<file path="src/rtl/calc_pkg.sv">
// calc_pkg
// Shared definitions for the calculator datapath: the default data width,
// the calculator mode encoding, the operation codes and the write-controller
// state encoding. The register bank imports this package for the mode
// constants, so both sides agree on what COMPUTE and REGSEL mean.
package calc_pkg;

  localparam int WIDTH_DEF = 16;

  localparam logic [1:0] MODE_COMPUTE = 2'd1;
  localparam logic [1:0] MODE_REGSEL  = 2'd2;

  typedef enum logic [1:0] {
    OP_ADD = 2'd0,
    OP_SUB = 2'd1,
    OP_MUL = 2'd2,
    OP_SET = 2'd3
  } op_t;

  typedef enum logic [1:0] {
    ST_IDLE  = 2'd0,
    ST_EXEC  = 2'd1,
    ST_MUL   = 2'd2,
    ST_WRITE = 2'd3
  } state_t;

endpackage

</file>
<file path="src/rtl/seq_mult_u.sv">
// seq_mult_u
// Unsigned iterative shift-add multiplier. A go pulse captures a and b and
// clears the accumulator; WIDTH iterations follow, one per clock. done is
// high for the cycle after the last iteration, while product holds the
// full 2*WIDTH-bit unsigned product. A new go restarts the unit at any time.
//
// Ports:
//   clk      system clock
//   rst      asynchronous active-high reset, clears the datapath
//   go       start pulse, captures a and b
//   a, b     unsigned factors (WIDTH bits)
//   done     product valid
//   product  unsigned product (2*WIDTH bits)
module seq_mult_u
  import calc_pkg::*;
#(
  parameter int WIDTH = WIDTH_DEF
) (
  input  logic                 clk,
  input  logic                 rst,
  input  logic                 go,
  input  logic [WIDTH-1:0]     a,
  input  logic [WIDTH-1:0]     b,
  output logic                 done,
  output logic [2*WIDTH-1:0]   product
);

  localparam int CW = $clog2(WIDTH + 1);

  logic [2*WIDTH-1:0] mcandQ, mcandD;
  logic [WIDTH-1:0]   mplierQ, mplierD;
  logic [2*WIDTH-1:0] accQ, accD;
  logic [CW-1:0]      cntQ, cntD;
  logic               runQ, runD;

  // Each iteration adds the shifted multiplicand when the current multiplier
  // LSB is set, then shifts both operands. The run flag drops one cycle after
  // the count reaches zero so done is a single-cycle indication.
  always_comb begin
    mcandD  = mcandQ;
    mplierD = mplierQ;
    accD    = accQ;
    cntD    = cntQ;
    runD    = runQ;
    if (go) begin
      mcandD  = {{WIDTH{1'b0}}, a};
      mplierD = b;
      accD    = '0;
      cntD    = CW'(WIDTH);
      runD    = 1'b1;
    end else if (runQ) begin
      if (cntQ != '0) begin
        if (mplierQ[0]) begin
          accD = accQ + mcandQ;
        end
        mcandD  = mcandQ << 1;
        mplierD = mplierQ >> 1;
        cntD    = cntQ - CW'(1);
      end else begin
        runD = 1'b0;
      end
    end
  end

  // Datapath registers, cleared on reset.
  always_ff @(posedge clk or posedge rst) begin
    if (rst) begin
      mcandQ  <= '0;
      mplierQ <= '0;
      accQ    <= '0;
      cntQ    <= '0;
      runQ    <= 1'b0;
    end else begin
      mcandQ  <= mcandD;
      mplierQ <= mplierD;
      accQ    <= accD;
      cntQ    <= cntD;
      runQ    <= runD;
    end
  end

  assign done    = runQ && (cntQ == '0);
  assign product = accQ;

endmodule

</file>
<file path="src/rtl/calc_op_writer.sv">
// calc_op_writer
// Write-side controller for the calculator register bank. In COMPUTE mode a
// start pulse snapshots the selected register (A), the switch operand (B)
// and the operation, then produces a one-cycle load strobe with the new
// value and an overflow flag. ADD/SUB/SET take one execute cycle; MUL runs
// the iterative unsigned multiplier on |A| and |B| and fixes the sign here.
//
// Ports:
//   clk, rst        clock, asynchronous active-high reset
//   mode            calculator mode (1 = COMPUTE)
//   start           one-cycle command pulse
//   op_sel          0 ADD, 1 SUB, 2 MUL, 3 SET
//   operand         signed operand B
//   current_value   signed operand A (selected register)
//   load            registered one-cycle write strobe
//   new_value       signed result, held between loads
//   overflow        registered, valid with load
//   busy            high from accept until load or abort
module calc_op_writer
  import calc_pkg::*;
#(
  parameter int WIDTH = WIDTH_DEF
) (
  input  logic             clk,
  input  logic             rst,
  input  logic [1:0]       mode,
  input  logic             start,
  input  logic [1:0]       op_sel,
  input  logic [WIDTH-1:0] operand,
  input  logic [WIDTH-1:0] current_value,
  output logic             load,
  output logic [WIDTH-1:0] new_value,
  output logic             overflow,
  output logic             busy
);

  state_t             stateQ, stateD;
  op_t                opQ, opD;
  logic [WIDTH-1:0]   aQ, aD, bQ, bD;
  logic               negQ, negD;
  logic               loadQ, loadD;
  logic               ovfQ, ovfD;
  logic [WIDTH-1:0]   valueQ, valueD;

  logic               mulGo, mulDone;
  logic [2*WIDTH-1:0] mulProduct;
  logic [WIDTH-1:0]   aMag, bMag;
  logic [WIDTH:0]     execSum;
  logic [2*WIDTH-1:0] result;
  logic               resultOvf;

  // The multiplier is started on the accept edge straight from the inputs so
  // that its WIDTH iterations finish in time for the load at cycle WIDTH+2.
  // Negating the most negative value wraps to 2^(WIDTH-1), which is exactly
  // the required unsigned magnitude.
  assign aMag = current_value[WIDTH-1] ? -current_value : current_value;
  assign bMag = operand[WIDTH-1] ? -operand : operand;

  seq_mult_u #(
    .WIDTH(WIDTH)
  ) uMult (
    .clk    (clk),
    .rst    (rst),
    .go     (mulGo),
    .a      (aMag),
    .b      (bMag),
    .done   (mulDone),
    .product(mulProduct)
  );

  // Result is formed at 2*WIDTH bits in both paths so one range check
  // covers every operation: it overflows when the bits above the signed
  // WIDTH range are not all copies of the WIDTH-bit sign bit.
  always_comb begin
    case (opQ)
      OP_ADD:  execSum = {aQ[WIDTH-1], aQ} + {bQ[WIDTH-1], bQ};
      OP_SUB:  execSum = {aQ[WIDTH-1], aQ} - {bQ[WIDTH-1], bQ};
      default: execSum = {bQ[WIDTH-1], bQ};
    endcase
    if (stateQ == ST_MUL) begin
      result = negQ ? -mulProduct : mulProduct;
    end else begin
      result = {{(WIDTH-1){execSum[WIDTH]}}, execSum};
    end
    resultOvf = (result[2*WIDTH-1:WIDTH-1] != {(WIDTH+1){result[WIDTH-1]}});
  end

  // Next-state logic. Leaving COMPUTE while executing abandons the command
  // with no write; once in WRITE the strobe is already registered and goes
  // out regardless of mode.
  always_comb begin
    stateD = stateQ;
    opD    = opQ;
    aD     = aQ;
    bD     = bQ;
    negD   = negQ;
    loadD  = 1'b0;
    ovfD   = 1'b0;
    valueD = valueQ;
    mulGo  = 1'b0;
    case (stateQ)
      ST_IDLE: begin
        if (start && (mode == MODE_COMPUTE)) begin
          aD   = current_value;
          bD   = operand;
          opD  = op_t'(op_sel);
          negD = current_value[WIDTH-1] ^ operand[WIDTH-1];
          if (op_t'(op_sel) == OP_MUL) begin
            mulGo  = 1'b1;
            stateD = ST_MUL;
          end else begin
            stateD = ST_EXEC;
          end
        end
      end
      ST_EXEC: begin
        if (mode != MODE_COMPUTE) begin
          stateD = ST_IDLE;
        end else begin
          stateD = ST_WRITE;
          loadD  = 1'b1;
          ovfD   = resultOvf;
          valueD = result[WIDTH-1:0];
        end
      end
      ST_MUL: begin
        if (mode != MODE_COMPUTE) begin
          stateD = ST_IDLE;
        end else if (mulDone) begin
          stateD = ST_WRITE;
          loadD  = 1'b1;
          ovfD   = resultOvf;
          valueD = result[WIDTH-1:0];
        end
      end
      default: begin
        stateD = ST_IDLE;
      end
    endcase
  end

  // State and output registers; load and overflow come straight from flops.
  always_ff @(posedge clk or posedge rst) begin
    if (rst) begin
      stateQ <= ST_IDLE;
      opQ    <= OP_ADD;
      aQ     <= '0;
      bQ     <= '0;
      negQ   <= 1'b0;
      loadQ  <= 1'b0;
      ovfQ   <= 1'b0;
      valueQ <= '0;
    end else begin
      stateQ <= stateD;
      opQ    <= opD;
      aQ     <= aD;
      bQ     <= bD;
      negQ   <= negD;
      loadQ  <= loadD;
      ovfQ   <= ovfD;
      valueQ <= valueD;
    end
  end

  assign load      = loadQ;
  assign overflow  = ovfQ;
  assign new_value = valueQ;
  assign busy      = (stateQ != ST_IDLE);

endmodule

</file>
<file path="config.mk">
export PLATFORM = sky130hd
export DESIGN_NAME = calc_op_writer
export DESIGN_NICKNAME = d
export VERILOG_FILES = /design/src/rtl/calc_pkg.sv /design/src/rtl/seq_mult_u.sv /design/src/rtl/calc_op_writer.sv
export SDC_FILE = /design/constraint.sdc
export NUM_CORES = 1
export LEC_CHECK = 0
export CORE_UTILIZATION = 60
export DETAILED_ROUTE_END_ITERATION = 8
export GPL_TIMING_DRIVEN = 0
export PLACE_DENSITY = 0.82
export SLEW_MARGIN = 10
export SYNTH_ARGS = -nofsm -noshare
export SYNTH_HDL_FRONTEND = slang
export SYNTH_SLANG_ARGS = --single-unit
</file>
<file path="constraint.sdc">
create_clock -name clk -period 6.7 [get_ports clk]
set_input_delay 1.34 -clock clk [delete_from_list [all_inputs] [get_ports clk]]
set_output_delay 1.34 -clock clk [all_outputs]
set_load 0.03 [all_outputs]
</file>
# [Yosys cells after proc, flatten, opt, wreduce, memory -nomap -nowiden]
# Cells that the tools add are included.
[totals] register_bits=141 input_bits=39 output_inout_bits=19 wordCells=91
[classes] add_sub_neg=7 eq_ne=12 mux=42 bitwise_logic=1 reduce_logical=16
[op_table] op="$mux W32" n=9
[op_table] op="$mux W16" n=8
[op_table] op="$pmux W17 S2" n=1
[op_table] op="$add A32 B32 Y32" n=1
[op_table] op="$neg A16 Y16" n=2
[op_table] op="$neg A32 Y32" n=1
[op_table] op="$pmux W16 S2" n=1
[op_table] op="$add A16 B16 Y17" n=1
[op_table] op="$sub A16 B16 Y17" n=1
[op_table] op="$ne A16 B16 Y1" n=1
[op_table] op="$mux W5" n=3
[op_table] op="$mux W1" n=12
[op_table] op="$mux W2" n=5
[op_table] op="$reduce_bool A2 Y1" n=5
[op_table] op="$ne A2 B2 Y1 const B" n=4
[op_table] op="$eq A2 B1 Y1 const B" n=3
[op_table] op="$pmux W2 S3" n=1
[op_table] op="$reduce_and A2 Y1" n=3
[op_table] op="$logic_not A5 Y1" n=1
[op_table] op="$reduce_bool A5 Y1" n=1
[op_table] op="$sub A5 B1 Y5 const B" n=1
[op_table] op="$eq A2 B2 Y1 const B" n=2
[op_table] op="$logic_not A2 Y1" n=2
[op_table] op="$pmux W1 S2" n=2
[op_table] op="6 further kinds" n=7

# [Logic depth before layout (Yosys ltp)]
# Gate-level depths: netlist (run 1).
[logic_depth] ltp_word=7 depth_mapped=17

# [Modules after synthesis]
# A second synthesis (run 1) with hierarchy kept.
[hier_totals] cells_unflattened=1217 hier_area_um2=10416.2
[modules_own_cells] module="seq_mult_u" n_inst=1 cells_each=594 area_each_um2=5257.5 seq_area_each_um2=2152.1
[modules_own_cells] module="calc_op_writer" n_inst=1 cells_each=623 area_each_um2=5158.7 seq_area_each_um2=1376.3

# [Worst setup path after synthesis (run 1)]
# Ideal clock, no wire load.
[synth_timing] kind="register -> register" startpoint="reg bQ[2]" endpoint="reg ovfQ, in the netlist overflow" setup_time_ns=0.099 arrival_time_ns=3.854 setup_slack_ns=2.747 stages_incl_launch_ff=17 n_path_buf=1 synth_period_minus_slack_ns=3.953 path_cell_list="dfrtp_1 > clkbuf_1 > nor3_1 > nand2b_1 > or3_1 > or3_1 > o41ai_1 > xor2_1 > ha_1 > a21o_1 > a21o_1 > a21o_1 > a211oi_1 > o311ai_0 > xor2_1 > or3_1 > a311oi_1"
[synth_via] elab_chain_cells=7 elab_cells_between_ends=9
[synth_rtl] element="start: declaration" line_no="calc_op_writer.sv:39" source="logic [WIDTH-1:0] aQ, aD, bQ, bD;"
[synth_rtl] element="start signal: assignment" line_no="calc_op_writer.sv:148" source="bQ <= '0;"
[synth_rtl] element="start signal: assignment" line_no="calc_op_writer.sv:157" source="bQ <= bD;"
[synth_rtl] element="$sub A16 B16 Y17 or $add A16 B16 Y17 (tied branches)" line_no="calc_op_writer.sv:77, calc_op_writer.sv:76"
[synth_rtl] element="$pmux W17 S2 *" line_no="calc_op_writer.sv:75" source="case (opQ)"
[synth_rtl] element="$mux W32 *" line_no="calc_op_writer.sv:80" source="if (stateQ == ST_MUL) begin"
[synth_rtl] element="$ne A16 B16 Y1 *" line_no="calc_op_writer.sv:85" source="resultOvf = (result[2*WIDTH-1:WIDTH-1] != {(WIDTH+1){result[WIDTH-1]}});"
[synth_rtl] element="$mux W1" line_no="calc_op_writer.sv:129" source="end else if (mulDone) begin"
[synth_rtl] element="$mux W1" line_no="calc_op_writer.sv:127" source="if (mode != MODE_COMPUTE) begin"
[synth_rtl] element="$pmux W1 S2 *" line_no="calc_op_writer.sv:101" source="case (stateQ)"
[synth_rtl] element="via ovfD" line_no="calc_op_writer.sv:42" source="logic ovfQ, ovfD;"
[synth_rtl] element="end signal: assignment" line_no="calc_op_writer.sv:160" source="ovfQ <= ovfD;"
[synth_rtl] element="end: declaration" line_no="calc_op_writer.sv:42"
# The timed path passes the listed nets; every way through them passes the cells marked *.
# A chain may end at the register's enable or synchronous reset.

# [Final worst setup path (run 1)]
# Same ends and word-level chain as after synthesis.

==> results.txt, run 1 <==
The flow ran to the end, and the final reports show no timing, DRC or antenna violations. TritonCTS built the clock tree. Setup violations remaining at the end of the flow were counted as 0. Once detail routing completed, the nets flagged for antenna violations numbered 0.

Clock-pin slew was measured on the worst setup and hold paths at approximately 0.060 ns. Between clock sinks in the finished design, the worst skew comes to around 0.012 ns. The final instance area is between 10,000 and 15,000 um^2.

The post-synthesis to final-layout area growth is 14.43%. The floorplan step defined a die boundary enclosing between 15,000 and 20,000 um^2. The total leakage power is between 5 and 6 nW. The count of different cell masters after synthesis is 69. The worst reg-to-reg path cell count came out at 16. Along the worst path, the maximum fanout reaches 7. The source-to-sink clock delay at the later pin of the worst-skew pair is between 0.4 and 0.5 ns. Input and output buffers added on the ports amount to between 50 and 60. At the end of the flow the core is filled with cells to 0.7013. Row generation in the floorplan step produced 47 rows.

Setup repair after global routing left no endpoint under its margin. Counting every sink on the clock net gives around 140. The maximum number of pins on one net before global-route repair came out at slightly above 90. The number of design-rule violations left by the first detailed-router iteration came out at 1,161. The fraction of the yosys area taken by sequential cells is 0.3472.

The data arrival time of the critical path came out at ~5.3 ns. The H-tree depth reported by CTS came out at 4. The number of global-route vias before repair is between 9,000 and 10,000. The number of instances in the synthesized netlist is 1,219. The ratio of total power to cell area came out at around 580 nW/um^2.

The first global-routing pass estimated 48.04 mm of wire. The required time at the worst-slack endpoint came out at 6.98 ns. At the end of routability-driven placement, the weighted congestion stood at 0.9700. The library cells used most frequently in the layout, excluding fill and tap cells, are nand2_1 (209), dfrtp_1 (141), a21oi_1 (98). Counting flops with a built-in enable in the synthesized netlist gives 0. The max-slew violation total from the final report is 0. The count of maximum capacitance violations is 0. The number of CTS-inserted buffers is 17. The hold buffer count at cts is 0. The slowest stage of the critical path is the o41ai_1 cell. The total track usage came out at 0.3526. The number of remaining DRC errors came out at 0. The number of synthesized register bits is approximately 140. The Yosys warning count is 0.

The fraction of the cycle the final worst path needs came out at 0.7546. The initial utilization of the core area, before any placement, comes to 0.6129. The overall via count from detail_route is between 9,000 and 10,000.

The die width came out at 132.2 um. The total length of routed wires is 29.64 mm. The number of inserted diodes is 0. STA classifies the critical path startpoint as a flip-flop.

The min-delay analysis places its worst path in the category flip-flop to flip-flop. The cell count of the worst hold path is 2. The classification of the worst setup path is flip-flop to flip-flop.

The highest cell delay on the worst timing path came out at 0.47 ns. The actual slew at the worst max-slew pin is 1.077 ns. The core area is around 17,000 um^2.

For this run, the top clock speed supported by timing is roughly 0.20 GHz. The overall overflow remaining after global route came out at 0. Hold timing on the final database bottoms out at a slack of roughly 0.48 ns. After detailed routing, the average wire length per cell comes to 19.41 um. The number of hold-slack violations in the final timing report came to 0. For flop-to-flop paths, the worst setup slack is 1.64 ns. The largest vdd supply drop came out at approximately 0.49 mV. The count of buffers added by post-CTS timing repair for setup came out at 0. The post-DP HPWL is 21.59 mm. The number of ports placed on the die boundary came out at just under 60. The flip-flop cell with the highest count after synthesis is dfrtp_1. The worst setup path is captured at a flip-flop. The number of antenna violations at the first check in global routing was 0. Of all flip-flops after synthesis, the portion carrying an async set or reset was 1.000. The mapped netlist covers a little over 10,000 um^2. The vias per cell is between 6 and 7. Summing all placed instances gives a cell area of around 11,000 um^2.

The final critical path time including I/O delays and setup came out at 5.056 ns. The signal on the critical path passes through clkbuf_1 -> nor3_1 -> nand2b_1 -> or3_1 -> or3_1 -> o41ai_1 -> xor2_1 -> ha_1 -> a21o_1 -> a21o_1 -> a21o_1 -> a211oi_1 -> o311ai_0 -> xor2_1 -> or3_1 -> a311oi_1. The layout cell share with drive strength beyond 1 came out at 0.06121. The total negative setup slack came out at 0 ns.

The die span in y is approximately 130 um. The per-instance average area after synthesis is 8.338 um^2. The clock passes through at most 2 buffers. The library cell used as clock root buffer is clkbuf_16.

For this run, the post-layout net count is ~1,400. The commonest non-fill, non-tap cell in the layout is nand2_1. The synthesized netlist net count is approximately 1,300. After clock tree synthesis, the repair step resized 0 gates.

The number of optimization iterations in the first detailed-route pass came out at 6. The remaining max-slew budget at the tightest pin is 0.2731.
critical path: cells and delay by family, from the launching register on:
family	cells	cell delay (ns)
compound gates	7	1.92
simple gates	5	1.54
xor+xnor	2	0.52
flops	1	0.37
fa+ha+maj	1	0.34
buf+inv	1	0.22
per-stage QoR:
stage | power [W] | cells | worst slack (ns)
6_report | 0.006699 | 1527 | 1.644
5_1_grt | 0.007143 | 1527 | 1.560
4_1_cts | 0.006587 | 1527 | 1.831
3_5_place_dp | 0.005556 | 1495 | 1.923
3_3_place_gp | 0.005455 | 1494 | -0.3664
2_1_floorplan | 0.004479 | 1219 | 1.579
power breakdown:
| group | internal (W) | total (W) | switching, W |
|---|---|---|---|
| sequential | 0.00122 | 0.00167 | 0.000453 |
| combinational | 0.00166 | 0.00404 | 0.00238 |
| clock | 0.000590 | 0.000989 | 0.000399 |
metal layers:
| layer | track usage | up-vias | wire length, um |
|---|---|---|---|
| li1 | - | 4510 | - |
| met1 | 0.4796 | 4706 | 12510 |
| met2 | 0.5553 | 497 | 13470 |
| met3 | 0.06421 | 93 | 2556 |
| met4 | 0.1479 | 0 | 1106 |
| met5 | 0 | - | 0 |
area by class of cell:
cell class | instances | area [um^2]
clock buffer | 17 | 425.4
buffer | 66 | 264.0
fill | 1342 | 4954
sequential | 141 | 3528
tap | 220 | 275.3
clock inverter | 15 | 182.7
multi-input combinational | 982 | 6259
inverter | 30 | 117.6
timing repair buffer | 56 | 578.1
logic make-up after synthesis:
| logic type | count (synthesis) | share of synthesized area |
|---|---|---|
| AOI/OAI and AO/OA | 339 | 0.2104 |
| xor gates and xnor gates | 98 | 0.08445 |
| adders and majority gates | 59 | 0.07411 |
| buffers and inverters | 96 | 0.03705 |
| DFF | 141 | 0.3472 |
| muxes | 42 | 0.04530 |
| and+or+nand+nor | 444 | 0.2015 |
Yosys cell counts, drive strengths merged (5+ instances only):
cell type / instances / share of area
nor3: 27 / 0.013
nand4: 6 / 0.0037
nand2b: 15 / 0.0092
o31ai: 23 / 0.017
or4: 7 / 0.0059
o21a: 13 / 0.0096
nand3: 21 / 0.010
clkbuf: 56 / 0.021
nand2: 209 / 0.077
ha: 57 / 0.070
nor4: 12 / 0.0074
or3: 12 / 0.0079
buf: 10 / 0.0053
a21o: 28 / 0.021
nor2: 82 / 0.030
a31oi: 44 / 0.027
or2: 6 / 0.0037
dfrtp: 141 / 0.35
a21oi: 98 / 0.048
o41ai: 10 / 0.0094
o21ai: 70 / 0.034
inv: 29 / 0.011
o211ai: 7 / 0.0052
mux2i: 10 / 0.0098
and3: 9 / 0.0055
nor2b: 17 / 0.010
xnor2: 64 / 0.055
and2: 5 / 0.0031
a211oi: 7 / 0.0052
xor2: 34 / 0.029
mux2: 32 / 0.035
worst paths after layout:
path                                          start                        end
max in group asynchronous                       rst  uMult.cntQ[3]$_DFFE_PP0P_
hold reg to reg            new_value[1]$_DFFE_PP0P_   new_value[1]$_DFFE_PP0P_
min in group asynchronous                       rst          aQ[8]$_DFFE_PP0P_
hold / removal             new_value[1]$_DFFE_PP0P_   new_value[1]$_DFFE_PP0P_
setup reg to reg                  bQ[2]$_DFFE_PP0P_         overflow$_DFF_PP0_
setup / recovery                  bQ[2]$_DFFE_PP0P_         overflow$_DFF_PP0_
registers in the layout, indices dropped and copies added, names as in the netlist:
signal and cells:
load 1, uMult.mplierQ 16, bQ 16, uMult.product 32, overflow 1, new_value 16, uMult.mcandQ 32, aQ 16
stateQ 2, uMult.cntQ 5, uMult.runQ 1, opQ 2, negQ 1
Note: power is estimated with default switching activity, not from simulation.
==> run 2, diff against run 1 <==
==> constraint.sdc (replaced) <==
create_clock -name clk -period 4.7 [get_ports clk]
set_input_delay 0.94 -clock clk [delete_from_list [all_inputs] [get_ports clk]]
set_output_delay 0.94 -clock clk [all_outputs]
set_load 0.03 [all_outputs]
==> run 2 against run 1 <==
Combinational power grew 38%. Final area up 1.2%. Routed wire length down 2.0%. Core utilization rose by 0.85 points. Worst setup slack got worse by 1.4 ns. Power is 41% higher. Critical endpoint unchanged.
==> results.txt, run 2 (synthesized netlist as in run 1, its figures left out) <==
The element type at the critical path end is a flip-flop (unchanged). The total negative setup slack came out at 0 ns (unchanged). The ratio of total power to cell area is 803.3 nW/um^2 (was 576.0 nW/um^2). Worst path cell trace: clkbuf_1 -> nor3_2 -> nand2b_1 -> or3_1 -> nor4_2 -> nor2_1 -> xnor2_1 -> ha_1 -> a21o_1 -> a21o_1 -> a21oi_1 -> o41ai_2 -> o41ai_1 -> and3b_1 -> xor2_1 -> or3_1 -> a311oi_1 (was clkbuf_1 -> nor3_1 -> nand2b_1 -> or3_1 -> or3_1 -> o41ai_1 -> xor2_1 -> ha_1 -> a21o_1 -> a21o_1 -> a21o_1 -> a211oi_1 -> o311ai_0 -> xor2_1 -> or3_1 -> a311oi_1). The count of port buffers added during placement came out at 55 (unchanged). The maximum count of clock buffers along a single path is 2 (unchanged). The number of antenna violations at the first check in global routing is 0 (unchanged). The count of buffers added by post-CTS timing repair for setup is 0 (unchanged).

The classification of the worst setup path is flip-flop to flip-flop (unchanged). The maximum number of pins on one net before global-route repair came out at 29 (was 93). The launching element type of the critical path is a flip-flop (unchanged). The final core area utilization is 0.7098 (was 0.7013). The data arrival time of the critical path is 4.75 ns (was 5.34 ns). The largest clock skew in the final design is 0.01240 ns (was 0.01202 ns). The row count is 47 (unchanged). The routed wire length per instance came out at 18.98 um (was 19.41 um). The highest cell delay on the worst timing path is 0.38 ns (was 0.47 ns). Outcome: finished clean (unchanged).

The layout cell share with drive strength beyond 1 came out at 0.06712 (was 0.06121). The vias per cell came out at 6.278 (was 6.422). The post-synthesis to final-layout area growth came to 15.82% (was 14.43%).

The fraction of the cycle the final worst path needs came out at 0.9412 (was 0.7546). Commonest cells after routing, fill and taps aside: nand2_1 (209), dfrtp_1 (141), a21oi_1 (98) (unchanged). The peak fanout along the critical path is 7 (unchanged). The largest vdd supply drop came out at 0.5322 mV (was 0.4894 mV). The number of inserted diodes is 0 (unchanged). The post-cts resize count is 0 (unchanged). The hold path startpoint is new_value[1]$_DFFE_PP0P_ (unchanged). The die span in y came out at 132.2 um (unchanged). The final layout net count was 1,396 (was 1,392). The slowest library cell on the worst path is or3_1 (was o41ai_1).

The count of maximum capacitance violations came out at 0 (unchanged). The TritonCTS clock tree is built (unchanged). The floorplan die area is 17,460 um^2 (unchanged). The remaining max-slew budget at the tightest pin came out at 0.4381 (was 0.2731). The total buffers and inverters traversed by the critical path came out at 1 (unchanged).

The clock transition at the register clock pins on the worst setup and hold paths after CTS is 0.06 ns (about the same). The post-DP HPWL came to 21.89 mm (was 21.59 mm). The library cell used as clock root buffer is clkbuf_16 (unchanged). The clock sink total is 141 (unchanged). The worst min-delay path category is flip-flop to flip-flop (unchanged). The final instance area came out at 11,770 um^2 (was 11,630 um^2). Unrepaired setup endpoints after global routing: false (unchanged). The total power draw came out at 0.009456 W (was 0.006699 W).

The beginning of the worst register-to-register path is bQ[2]$_DFFE_PP0P_ (unchanged). The maximum frequency from static timing analysis is 0.2261 GHz (was 0.1978 GHz). The total length of routed wires is 29.06 mm (was 29.64 mm). The H-tree depth reported by CTS was 4 (unchanged). The required time at the worst-slack endpoint came out at 5.03 ns (was 6.98 ns). The hold buffer count at cts is 0 (unchanged).

The routability-driven placement congestion ratio is 0.9810 (was 0.9700). The number of remaining DRC errors is 0 (unchanged). The commonest non-fill, non-tap cell in the layout is nand2_1 (unchanged). The total cell area at the placement stage came out at 11,120 um^2 (was 11,020 um^2).

The core area is 16,580 um^2 (unchanged). The final critical path time including I/O delays and setup came out at 4.424 ns (was 5.056 ns). The total leakage power is 5.103 nW (was 5.050 nW). The wire length of the first global-routing pass was 47.46 mm (was 48.04 mm). The number of optimization iterations in the first detailed-route pass came out at 7 (was 6).

The overall via count from detail_route was 9,612 (was 9,806). The number of nets with antenna violations after routing came out at 0 (unchanged). The number of global-route vias before repair came out at 9,160 (was 9,291). The die width is 132.2 um (unchanged). The number of CTS-inserted buffers came out at 17 (unchanged). The number of endpoints failing setup at the final stage came to 0 (unchanged).

The initial core utilization is 0.6129 (unchanged). The critical path startpoint is bQ[2]$_DFFE_PP0P_ (unchanged). The total track usage came out at 0.3455 (was 0.3526).

The kind of cell with the highest combined delay on the critical path is simple AND/OR/NAND/NOR gates (was compound AO/OA/AOI/OAI gates). The overall overflow remaining after global route came out at 0 (unchanged). The number of hold-slack violations in the final timing report is 0 (unchanged). The source-to-sink clock delay at the later pin of the worst-skew pair came out at 0.43 ns (about the same). The number of design-rule violations left by the first detailed-router iteration came out at 926 (was 1,161). The actual slew at the worst max-slew pin is 0.8323 ns (was 1.077 ns). The number of ports placed on the die boundary is 58 (unchanged). The max-slew violation total from the final report is 0 (unchanged).
## run 2: per-layer routing
metal,up-vias,track usage,part of all wire
li1,4528,-,-
met1,4639,0.4580,0.44
met2,366,0.5655,0.47
met3,79,0.05690,0.056
met4,0,0.1376,0.035
met5,-,0,0
## run 2: layout make-up
class,instances,area (um^2)
flip-flops and latches,141,3528
clock inverters,14,193.9
well taps,220,275.3
repair buffers,60,673.1
fillers,1320,4812
inverters,30,116.4
clock buffers,18,429.2
plain buffers,66,264.0
multi-input cells,982,6291
## run 2: worst register-to-register path, stage by stage, from the launching register on
cell and delay [ns]:
dfrtp_1 0.37, clkbuf_1 0.24, nor3_2 0.27, nand2b_1 0.10
or3_1 0.36, nor4_2 0.33, nor2_1 0.11, xnor2_1 0.14
ha_1 0.37, a21o_1 0.20, a21o_1 0.17, a21oi_1 0.17
o41ai_2 0.14, o41ai_1 0.34, and3b_1 0.24, xor2_1 0.15
or3_1 0.38, a311oi_1 0.24
## run 2: worst paths after layout
path / to / slack [ns] / cells past startpoint
hold reg to reg: new_value[1]$_DFFE_PP0P_ / 0.48 / 2
setup / recovery: overflow$_DFF_PP0_ / 0.28 / 17
setup reg to reg: overflow$_DFF_PP0_ / 0.28 / 17
hold / removal: new_value[1]$_DFFE_PP0P_ / 0.48 / 2
min in group asynchronous: stateQ[0]$_DFFE_PP0P_ / 0.93 / 2
max in group asynchronous: uMult.mplierQ[1]$_DFFE_PP0P_ / 2.62 / 6
## run 2: where the power goes
part	switching [W]	total (W)	internal, W
logic	0.00320	0.00559	0.00239
clock network	0.000554	0.00144	0.000888
registers	0.000687	0.00242	0.00174
total	0.00444	0.00946	0.00502
## run 2: through the flow
step                      std cells  setup slack (ns)  hold WS, ns
after floorplan                1219            0.7470       0.4498
after global placement         1494            0.1850       0.4601
after detailed placement       1499            0.1457       0.4710
after CTS                      1531            0.1155       0.4841
after global routing           1531           0.04451       0.5123
final                          1531            0.2762       0.4804
==> run 3, diff against run 2 <==
==> constraint.sdc (replaced) <==
create_clock -name clk -period 4.76 [get_ports clk]
set_input_delay 0.714 -clock clk [delete_from_list [all_inputs] [get_ports clk]]
set_output_delay 0.714 -clock clk [all_outputs]
set_load 0.03 [all_outputs]
==> run 3 against run 2 <==
Combinational power increased by 3%. Flip-flop and latch count is the same. Maximum frequency fell by 4.8%. Sequential power shrank 2%. Power rose by 0.47%. Clock-buffer cell count decreased by 1.
==> results.txt, run 3 (synthesized netlist as in run 1, its figures left out) <==
Outcome: finished clean (unchanged). The worst reg-to-reg path cell count is 16 (was 17). The number of filler cells placed in the layout came out at 1,333 (was 1,320). The floorplan die area came out at 17,460 um^2 (unchanged). The overall via count from detail_route is 9,794 (was 9,612). The number of global-route vias before repair came out at 9,290 (was 9,160). The capture point of the worst reg-to-reg path is overflow$_DFF_PP0_ (unchanged). The post-synthesis to final-layout area growth came out at 14.86% (was 15.82%). The count of port buffers added during placement is 55 (unchanged). The initial core utilization came out at 0.6129 (unchanged). The die width came out at 132.2 um (unchanged). The data arrival time of the critical path was 4.97 ns (was 4.75 ns). The remaining max-slew budget at the tightest pin was 0.2541 (was 0.4381). The number of placed instances, taps included came out at 1,495 (was 1,499). The commonest non-fill, non-tap cell in the layout was nand2_1 (unchanged). The total power draw was 0.009500 W (was 0.009456 W). The final layout net count is 1,392 (was 1,396). The fraction of the cycle the final worst path needs came to 0.9765 (was 0.9412). The number of optimization iterations in the first detailed-route pass came out at 5 (was 7).

The number of inserted diodes came out at 0 (unchanged). The final critical path time including I/O delays and setup came to 4.648 ns (was 4.424 ns). The clock sink total is 141 (unchanged).

The final cell count without fillers was 1,527 (was 1,531). The element type at the critical path end is a flip-flop (unchanged). The cell count of the worst hold path came out at 2 (unchanged). The count of maximum capacitance violations is 0 (unchanged). The total buffers and inverters traversed by the critical path is 1 (unchanged). The maximum number of pins on one net before global-route repair was 93 (was 29).

The TritonCTS clock tree is built (unchanged). The endpoint with the worst hold slack is new_value[1]$_DFFE_PP0P_ (unchanged). The maximum count of clock buffers along a single path is 2 (unchanged). The largest clock skew in the final design came out at 0.01089 ns (was 0.01240 ns). The number of design-rule violations left by the first detailed-router iteration came out at 1,127 (was 926). The routed wire length per instance came out at 19.49 um (was 18.98 um). The required time at the worst-slack endpoint is 5.08 ns (was 5.03 ns). The number of antenna violations at the first check in global routing was 0 (unchanged). The pre-CTS setup slack is -0.01658 ns (was 0.1457 ns). The number of endpoints failing setup at the final stage came out at 0 (unchanged). The hold path startpoint is new_value[1]$_DFFE_PP0P_ (unchanged).

The actual slew at the worst max-slew pin came to 1.105 ns (was 0.8323 ns). The kind of cell with the highest combined delay on the critical path was compound AO/OA/AOI/OAI gates (was simple AND/OR/NAND/NOR gates). The peak fanout along the critical path came out at 7 (unchanged).

The die span in y is 132.2 um (unchanged). Worst path cell trace: clkbuf_1 -> nor3_2 -> nand2b_1 -> or3_1 -> or3_1 -> o41ai_4 -> xor2_1 -> ha_1 -> a21o_1 -> a21o_1 -> a21o_1 -> a211oi_1 -> o311ai_1 -> xor2_1 -> or3_1 -> a311oi_2 (was clkbuf_1 -> nor3_2 -> nand2b_1 -> or3_1 -> nor4_2 -> nor2_1 -> xnor2_1 -> ha_1 -> a21o_1 -> a21o_1 -> a21oi_1 -> o41ai_2 -> o41ai_1 -> and3b_1 -> xor2_1 -> or3_1 -> a311oi_1). The slack of the critical path came out at 0.1118 ns (was 0.2762 ns).

The number of CTS-inserted buffers came out at 17 (unchanged). The routability-driven placement congestion ratio is 0.9700 (was 0.9810). The highest cell delay on the worst timing path is 0.41 ns (was 0.38 ns).

The register-to-register path setup slack is 0.11 ns (was 0.28 ns). The H-tree depth reported by CTS came out at 4 (unchanged). The max-slew violation total from the final report came out at 0 (unchanged). The total length of routed wires came out at 29.76 mm (was 29.06 mm). The worst min-delay path category is flip-flop to flip-flop (unchanged). The ratio of total power to cell area is 813.8 nW/um^2 (was 803.3 nW/um^2). The largest vdd supply drop is 0.6943 mV (was 0.5322 mV).

The maximum frequency from static timing analysis came out at 0.2151 GHz (was 0.2261 GHz). The core area is 16,580 um^2 (unchanged). The wire length of the first global-routing pass was 48.04 mm (was 47.46 mm). The number of nets with antenna violations after routing is 0 (unchanged). The total track usage came out at 0.3527 (was 0.3455). The slowest library cell on the worst path is or3_1 (unchanged).

The library cell used as clock root buffer is clkbuf_16 (unchanged). The hold buffer count at cts came to 0 (unchanged). The total leakage power was 5.068 nW (was 5.103 nW). The vias per cell came out at 6.414 (was 6.278). The overall overflow remaining after global route is 0 (unchanged).

The total negative setup slack is 0 ns (unchanged). The row count was 47 (unchanged). The number of remaining DRC errors was 0 (unchanged).

Commonest cells after routing, fill and taps aside: nand2_1 (209), dfrtp_1 (141), a21oi_1 (98) (unchanged). The worst hold margin came out at 0.4777 ns (was 0.4804 ns). The classification of the worst setup path was flip-flop to flip-flop (unchanged).

The number of hold-slack violations in the final timing report is 0 (unchanged). The launching element type of the critical path is a flip-flop (unchanged). The beginning of the worst register-to-register path is bQ[2]$_DFFE_PP0P_ (unchanged).

Unrepaired setup endpoints after global routing: false (unchanged). The post-DP HPWL is 21.59 mm (was 21.89 mm). The layout cell share with drive strength beyond 1 is 0.06503 (was 0.06712). The clock transition at the register clock pins on the worst setup and hold paths after CTS is 0.07 ns (was 0.06 ns). The number of ports placed on the die boundary is 58 (unchanged).

The source-to-sink clock delay at the later pin of the worst-skew pair is 0.44 ns (was 0.43 ns).
## run 3: worst max path at each step
stage                 startpoint                            end  slack [ns]  cells past startpoint
2_1_floorplan                rst              aQ[0]$_DFFE_PP0P_        0.26                      1
3_3_place_gp                 rst  uMult.mplierQ[12]$_DFFE_PP0P_       -1.68                      2
3_5_place_dp   bQ[2]$_DFFE_PP0P_             overflow$_DFF_PP0_       -0.02                     15
4_1_cts        bQ[2]$_DFFE_PP0P_             overflow$_DFF_PP0_        0.01                     16
5_1_grt        bQ[2]$_DFFE_PP0P_             overflow$_DFF_PP0_        0.03                     16
6_report       bQ[2]$_DFFE_PP0P_             overflow$_DFF_PP0_        0.11                     16
## run 3: layout make-up
| type | instances | area, um^2 | area share |
|---|---|---|---|
| inverters | 30 | 117.6 | 0.01008 |
| well taps | 220 | 275.3 | 0.02358 |
| clock buffers | 17 | 425.4 | 0.03644 |
| plain buffers | 66 | 264.0 | 0.02262 |
| repair buffers | 56 | 578.1 | 0.04952 |
| multi-input cells | 982 | 6302 | 0.5399 |
| flip-flops and latches | 141 | 3528 | 0.3023 |
| clock inverters | 15 | 182.7 | 0.01565 |
## run 3: where the power goes
part | total (W) | internal (W) | switching, W | leakage [nW]
logic | 0.00574 | 0.00235 | 0.00339 | 2.99
registers | 0.00236 | 0.00171 | 0.000649 | 1.79
clock network | 0.00140 | 0.000830 | 0.000568 | 0.287
## run 3: what timing repair did
action	CTS	global route
resized for setup	2	5
setup endpoints to repair	1	1
buffers inserted	0	0
hold endpoints to repair	0	0
## run 3: metrics by stage
| stage | utilization | area (um^2) |
|---|---|---|
| after global placement | 0.6627 | 10990 |
| after detailed placement | 0.6646 | 11020 |
| after global routing | 0.7039 | 11670 |
| after CTS | 0.7022 | 11640 |
| final | 0.7039 | 11670 |
| after floorplan | - | 10160 |
## run 3: tightest hold or removal path: cells and delay by family (launching register included)
| kind | cells | cell delay, ns |
|---|---|---|
| AND/OR/NAND/NOR | 1 | 0.04 |
| flip-flops | 1 | 0.34 |
| AO/OA/AOI/OAI | 1 | 0.06 |
## run 3: metal layers
metal  up-vias  global-route usage  share of wire
li1       4514                   -              -
met1      4694              0.4798           0.42
met2       504              0.5553           0.46
met3        82             0.06421          0.089
met4         0              0.1479          0.034
met5         -                   0              0
